$ cat src/rtl/alu_rr_arbiter.sv
// Two-requester round-robin front end for a shared 4-op ALU (add/sub/AND/OR).
// Response is registered and held under valid/ready backpressure.
module alu_rr_arbiter #(
  parameter int NB_size = 16
) (
  input  logic               i_clk,
  input  logic               i_reset,
  input  logic               i_req0_valid,
  input  logic [1:0]         i_req0_sel,
  input  logic [NB_size-1:0] i_req0_dataA,
  input  logic [NB_size-1:0] i_req0_dataB,
  output logic               o_req0_ready,
  input  logic               i_req1_valid,
  input  logic [1:0]         i_req1_sel,
  input  logic [NB_size-1:0] i_req1_dataA,
  input  logic [NB_size-1:0] i_req1_dataB,
  output logic               o_req1_ready,
  output logic               o_rsp_valid,
  output logic               o_rsp_id,
  output logic [NB_size-1:0] o_rsp_data,
  output logic               o_rsp_carry,
  input  logic               i_rsp_ready,
  output logic [15:0]        o_ops_count
);

  typedef enum logic [1:0] {IDLE, EXEC, RESP} state_t;

  state_t               state_q, state_d;
  logic                 prio_q, prio_d;
  logic [1:0]           sel_q, sel_d;
  logic [NB_size-1:0]   a_q, a_d;
  logic [NB_size-1:0]   b_q, b_d;
  logic                 id_q, id_d;
  logic                 rsp_valid_q, rsp_valid_d;
  logic                 rsp_id_q, rsp_id_d;
  logic [NB_size-1:0]   rsp_data_q, rsp_data_d;
  logic                 rsp_carry_q, rsp_carry_d;
  logic [15:0]          ops_count_q, ops_count_d;

  logic                 grant0, grant1;
  logic [NB_size:0]     alu_wide;

  // Grants only exist in IDLE; prio breaks ties when both requesters are valid.
  always_comb begin
    grant0 = 1'b0;
    grant1 = 1'b0;
    if (state_q == IDLE) begin
      if (i_req0_valid && i_req1_valid) begin
        grant0 = ~prio_q;
        grant1 = prio_q;
      end else begin
        grant0 = i_req0_valid;
        grant1 = i_req1_valid;
      end
    end
  end

  assign o_req0_ready = grant0;
  assign o_req1_ready = grant1;

  // Extra top bit carries the unsigned carry-out / borrow for add and sub.
  always_comb begin
    case (sel_q)
      2'b00:   alu_wide = {1'b0, a_q} + {1'b0, b_q};
      2'b01:   alu_wide = {1'b0, a_q} - {1'b0, b_q};
      2'b10:   alu_wide = {1'b0, a_q & b_q};
      default: alu_wide = {1'b0, a_q | b_q};
    endcase
  end

  always_comb begin
    state_d     = state_q;
    prio_d      = prio_q;
    sel_d       = sel_q;
    a_d         = a_q;
    b_d         = b_q;
    id_d        = id_q;
    rsp_valid_d = rsp_valid_q;
    rsp_id_d    = rsp_id_q;
    rsp_data_d  = rsp_data_q;
    rsp_carry_d = rsp_carry_q;
    ops_count_d = ops_count_q;
    case (state_q)
      IDLE: begin
        if (grant0 || grant1) begin
          sel_d   = grant1 ? i_req1_sel   : i_req0_sel;
          a_d     = grant1 ? i_req1_dataA : i_req0_dataA;
          b_d     = grant1 ? i_req1_dataB : i_req0_dataB;
          id_d    = grant1;
          prio_d  = grant0;
          state_d = EXEC;
        end
      end
      EXEC: begin
        rsp_data_d  = alu_wide[NB_size-1:0];
        rsp_carry_d = alu_wide[NB_size];
        rsp_id_d    = id_q;
        rsp_valid_d = 1'b1;
        state_d     = RESP;
      end
      RESP: begin
        if (i_rsp_ready) begin
          rsp_valid_d = 1'b0;
          ops_count_d = ops_count_q + 16'd1;
          state_d     = IDLE;
        end
      end
      default: state_d = IDLE;
    endcase
  end

  always_ff @(posedge i_clk or posedge i_reset) begin
    if (i_reset) begin
      state_q     <= IDLE;
      prio_q      <= 1'b0;
      sel_q       <= '0;
      a_q         <= '0;
      b_q         <= '0;
      id_q        <= 1'b0;
      rsp_valid_q <= 1'b0;
      rsp_id_q    <= 1'b0;
      rsp_data_q  <= '0;
      rsp_carry_q <= 1'b0;
      ops_count_q <= '0;
    end else begin
      state_q     <= state_d;
      prio_q      <= prio_d;
      sel_q       <= sel_d;
      a_q         <= a_d;
      b_q         <= b_d;
      id_q        <= id_d;
      rsp_valid_q <= rsp_valid_d;
      rsp_id_q    <= rsp_id_d;
      rsp_data_q  <= rsp_data_d;
      rsp_carry_q <= rsp_carry_d;
      ops_count_q <= ops_count_d;
    end
  end

  assign o_rsp_valid = rsp_valid_q;
  assign o_rsp_id    = rsp_id_q;
  assign o_rsp_data  = rsp_data_q;
  assign o_rsp_carry = rsp_carry_q;
  assign o_ops_count = ops_count_q;

endmodule

$ cat config.mk
export PLATFORM = sky130hd
export DESIGN_NAME = alu_rr_arbiter
export DESIGN_NICKNAME = d
export VERILOG_FILES = /design/src/rtl/alu_rr_arbiter.sv
export SDC_FILE = /design/constraint.sdc
export NUM_CORES = 1
export LEC_CHECK = 0
export CAP_MARGIN = 20
export CORE_MARGIN = 3
export CORE_UTILIZATION = 40
export CTS_CLUSTER_DIAMETER = 200
export DETAILED_ROUTE_END_ITERATION = 10
export PLACE_DENSITY = 0.64
export REMOVE_ABC_BUFFERS = 1
export SLEW_MARGIN = 15
export SYNTH_ARGS = -nofsm -noshare
export SYNTH_HDL_FRONTEND = slang
export SYNTH_SLANG_ARGS = --single-unit
export TNS_END_PERCENT = 5
$ cat constraint.sdc
create_clock -name i_clk -period 3.6 [get_ports i_clk]
set_input_delay 0.72 -clock i_clk [delete_from_list [all_inputs] [get_ports i_clk]]
set_output_delay 0.72 -clock i_clk [all_outputs]
set_load 0.1 [all_outputs]
==> impl_metrics.yaml <==
drt:
  postRouteAntennaNets: 0
  wirelength_um: 10900
  drcViolationCount: 0
  detail_route.wl_per_cell_um: 14.2
  vias_per_cell: 5.12
  drtIter0Drc: 161
  first_pass_iters: 4
  vias: 3924
setup_path:
  r2r_start: "b_q[2]"
  critical-path-top-delay-family: "compound AO/OA/AOI/OAI gates"
  end_kind: "flip-flop"
  crit_buf_inv: 0
  cp.arrival_ns: 3.44
  slowest_delay_ns: 0.45
  startpoint_type: "flip-flop"
  cp_cell_sequence: "nor3_1 > and3_1 > and2_1 > a21o_1 > nand2_1 > xnor2_1 > ha_1 > a21o_1 > a221oi_2 > o21ai_1 > a221oi_2 > xor2_1 > o21ai_1"
  worstPathRequired_ns: 3.82
  cp_max_fo: 7
  critPathKind: "flip-flop to flip-flop"
  crit_start: "b_q[2]"
  crit_slowest_cell: "dfrtp_1"
worst_hold_path:
  holdCritStartpoint: "id_q"
  hold_class: "flip-flop to flip-flop"
logic_synthesis:
  synthFlopType: "dfrtp_1"
  ys_seq_area_share_pct: 40.7
  syn_area_um2: 4490
  ys_types: 51
  syn_area_per_cell_um2: 8.59
  ys_ff_latch: 73
  async_flop_share_pct: 100
  synth_cells: 523
  yosys_warnings: 0
  synth-edff-count: 0
clock_tree:
  cts.reportedPaths.clkPinSlew_ns: 0.08
  cts_root_buf: "clkbuf_8"
  hold_buffers: 0
  clkLatencyLatePin_ns: 0.35
  tritoncts: "done"
  clock_sinks: 73
  numCtsBuffers: 9
  ctsResizeCount: 0
  clockBufferDepth: 2
  post_cts_buffers: 0
  cts_htree_levels: 3
global_route:
  grt_pass1_vias: 3777
  grt_max_degree: 72
  overflow: 0
  grt_pass1_wl_um: 18300
  antenna_found_initial: 0
  track_usage_pct: 17.5
outcome:
  status: "complete, no violations"
placement:
  gp_congestion: 0.909
  port_buffers: 109
  dp_hpwl_um: 8510
  dp_cells: 751
floorplanning:
  fp-row-count: 38
  die_width_um: 112
  core-area_um2: 10900
  initial_core_util_pct: 41.3
  dieArea_um2: 12500
  die_h_um: 112
  io_pins: 110
sta:
  slew_headroom_pct: 32.6
  period_share_pct: 89.3
  fin_hold_ws_ns: 0.471
  drv_slew: 0
  max_freq_mhz: 311
  setup_viol: 0
  grt_setup_unrepaired: "false"
  hold_viol_final: 0
  worst_pin_slew_ns: 1.01
  min_period_ns: 3.21
  finClkSkew_ns: 0.0104
final_layout:
  fin_nets: 716
  final_cells: 767
  n_antenna_cell: 0
  syn_to_final_growth_pct: 32.8
  drive_above_1_share_pct: 5.74
run:
  cap_violations: 0
flip-flops by register name, summed over array words and instances (netlist names), 2 cells and up:
register,flops
a_q,16
state_q,2
o_rsp_data,16
o_ops_count,16
b_q,16
sel_q,2
worst reg2reg max path: stages (launching register included):
cell      delay [ns]
dfrtp_1         0.45
nor3_1          0.31
and3_1          0.21
and2_1          0.17
a21o_1          0.18
nand2_1         0.08
xnor2_1         0.13
ha_1            0.35
a21o_1          0.24
a221oi_2        0.30
o21ai_1         0.12
a221oi_2        0.32
xor2_1          0.18
o21ai_1         0.07
cells by family after synthesis:
group	count (synthesis)	share of synthesized area [%]
AND/OR/NAND/NOR	202	19.5
multiplexers	4	0.919
adder cells (fa/ha/maj)	33	8.69
flip-flops	73	40.7
AO/OA/AOI/OAI	130	18.7
XOR/XNOR	41	7.99
buffers and inverters	40	3.48
through the flow:
step	worst slack, ns	util, %	setup TNS (ns)	cell area [µm²]
floorplan	-0.273	-	-0.273	4380
global placement	0.511	52.6	0	5730
CTS	0.416	54.8	0	5970
detailed placement	0.428	52.6	0	5730
finish	0.386	54.8	0	5970
global route	0.250	54.8	0	5970
routing by layer:
metal	global-route usage (%)	vias up	routed length [µm]
met3	2.34	7	517
met1	25.4	1799	5390
met2	27.5	89	4920
met4	4.97	0	83
met5	0	-	0
li1	-	2029	-
placed cells by master, fill, tap and decap left out, types with 7 or more instances in the layout:
| cell | instances |
|---|---|
| o21ai_1 | 16 |
| nand3_1 | 7 |
| dfrtp_1 | 73 |
| xnor2_1 | 26 |
| a22oi_1 | 8 |
| buf_4 | 7 |
| o21ai_0 | 14 |
| inv_1 | 9 |
| a31oi_1 | 37 |
| ha_1 | 20 |
| xor2_1 | 15 |
| nor2_1 | 51 |
| nand2_1 | 101 |
| and3_1 | 10 |
| a21oi_1 | 22 |
| clkdlybuf4s50_1 | 107 |
| maj3_1 | 12 |
| o21a_1 | 8 |
| clkbuf_8 | 9 |
worst paths after layout:
| path | cells after the start | slack (ns) | to |
|---|---|---|---|
| max | 13 | 0.39 | o_rsp_carry |
| min | 2 | 0.47 | o_rsp_id |
| max reg2reg | 13 | 0.39 | o_rsp_carry |
| min reg2reg | 2 | 0.47 | o_rsp_id |
| max in group asynchronous | 3 | 2.15 | b_q[4] |
| min in group asynchronous | 2 | 0.72 | o_ops_count[14] |
synthesized netlist by cell type (all sizes together), types with 10 or more instances:
master / instances / share of area (%)
inv: 11 / 0.92
xnor2: 26 / 5.1
nand2: 101 / 8.4
and3: 10 / 1.4
ha: 20 / 5.6
nor2: 51 / 4.3
o21ai: 30 / 3.3
xor2: 15 / 2.9
a21oi: 24 / 2.8
maj3: 12 / 2.7
dfrtp: 73 / 41
a31oi: 37 / 5.2
clkbuf: 21 / 1.8
layout make-up:
cell class | count | area (µm²)
inverters | 12 | 45.0
clock inverters | 6 | 115
flip-flops and latches | 73 | 1830
clock buffers | 10 | 128
well taps | 140 | 175
fillers | 1033 | 4920
repair buffers | 116 | 1160
multi-input cells | 410 | 2510
Power is left out: the tool's default activity adds up to more than one toggle a clock period on the data nets, which glitch-free logic cannot reach.
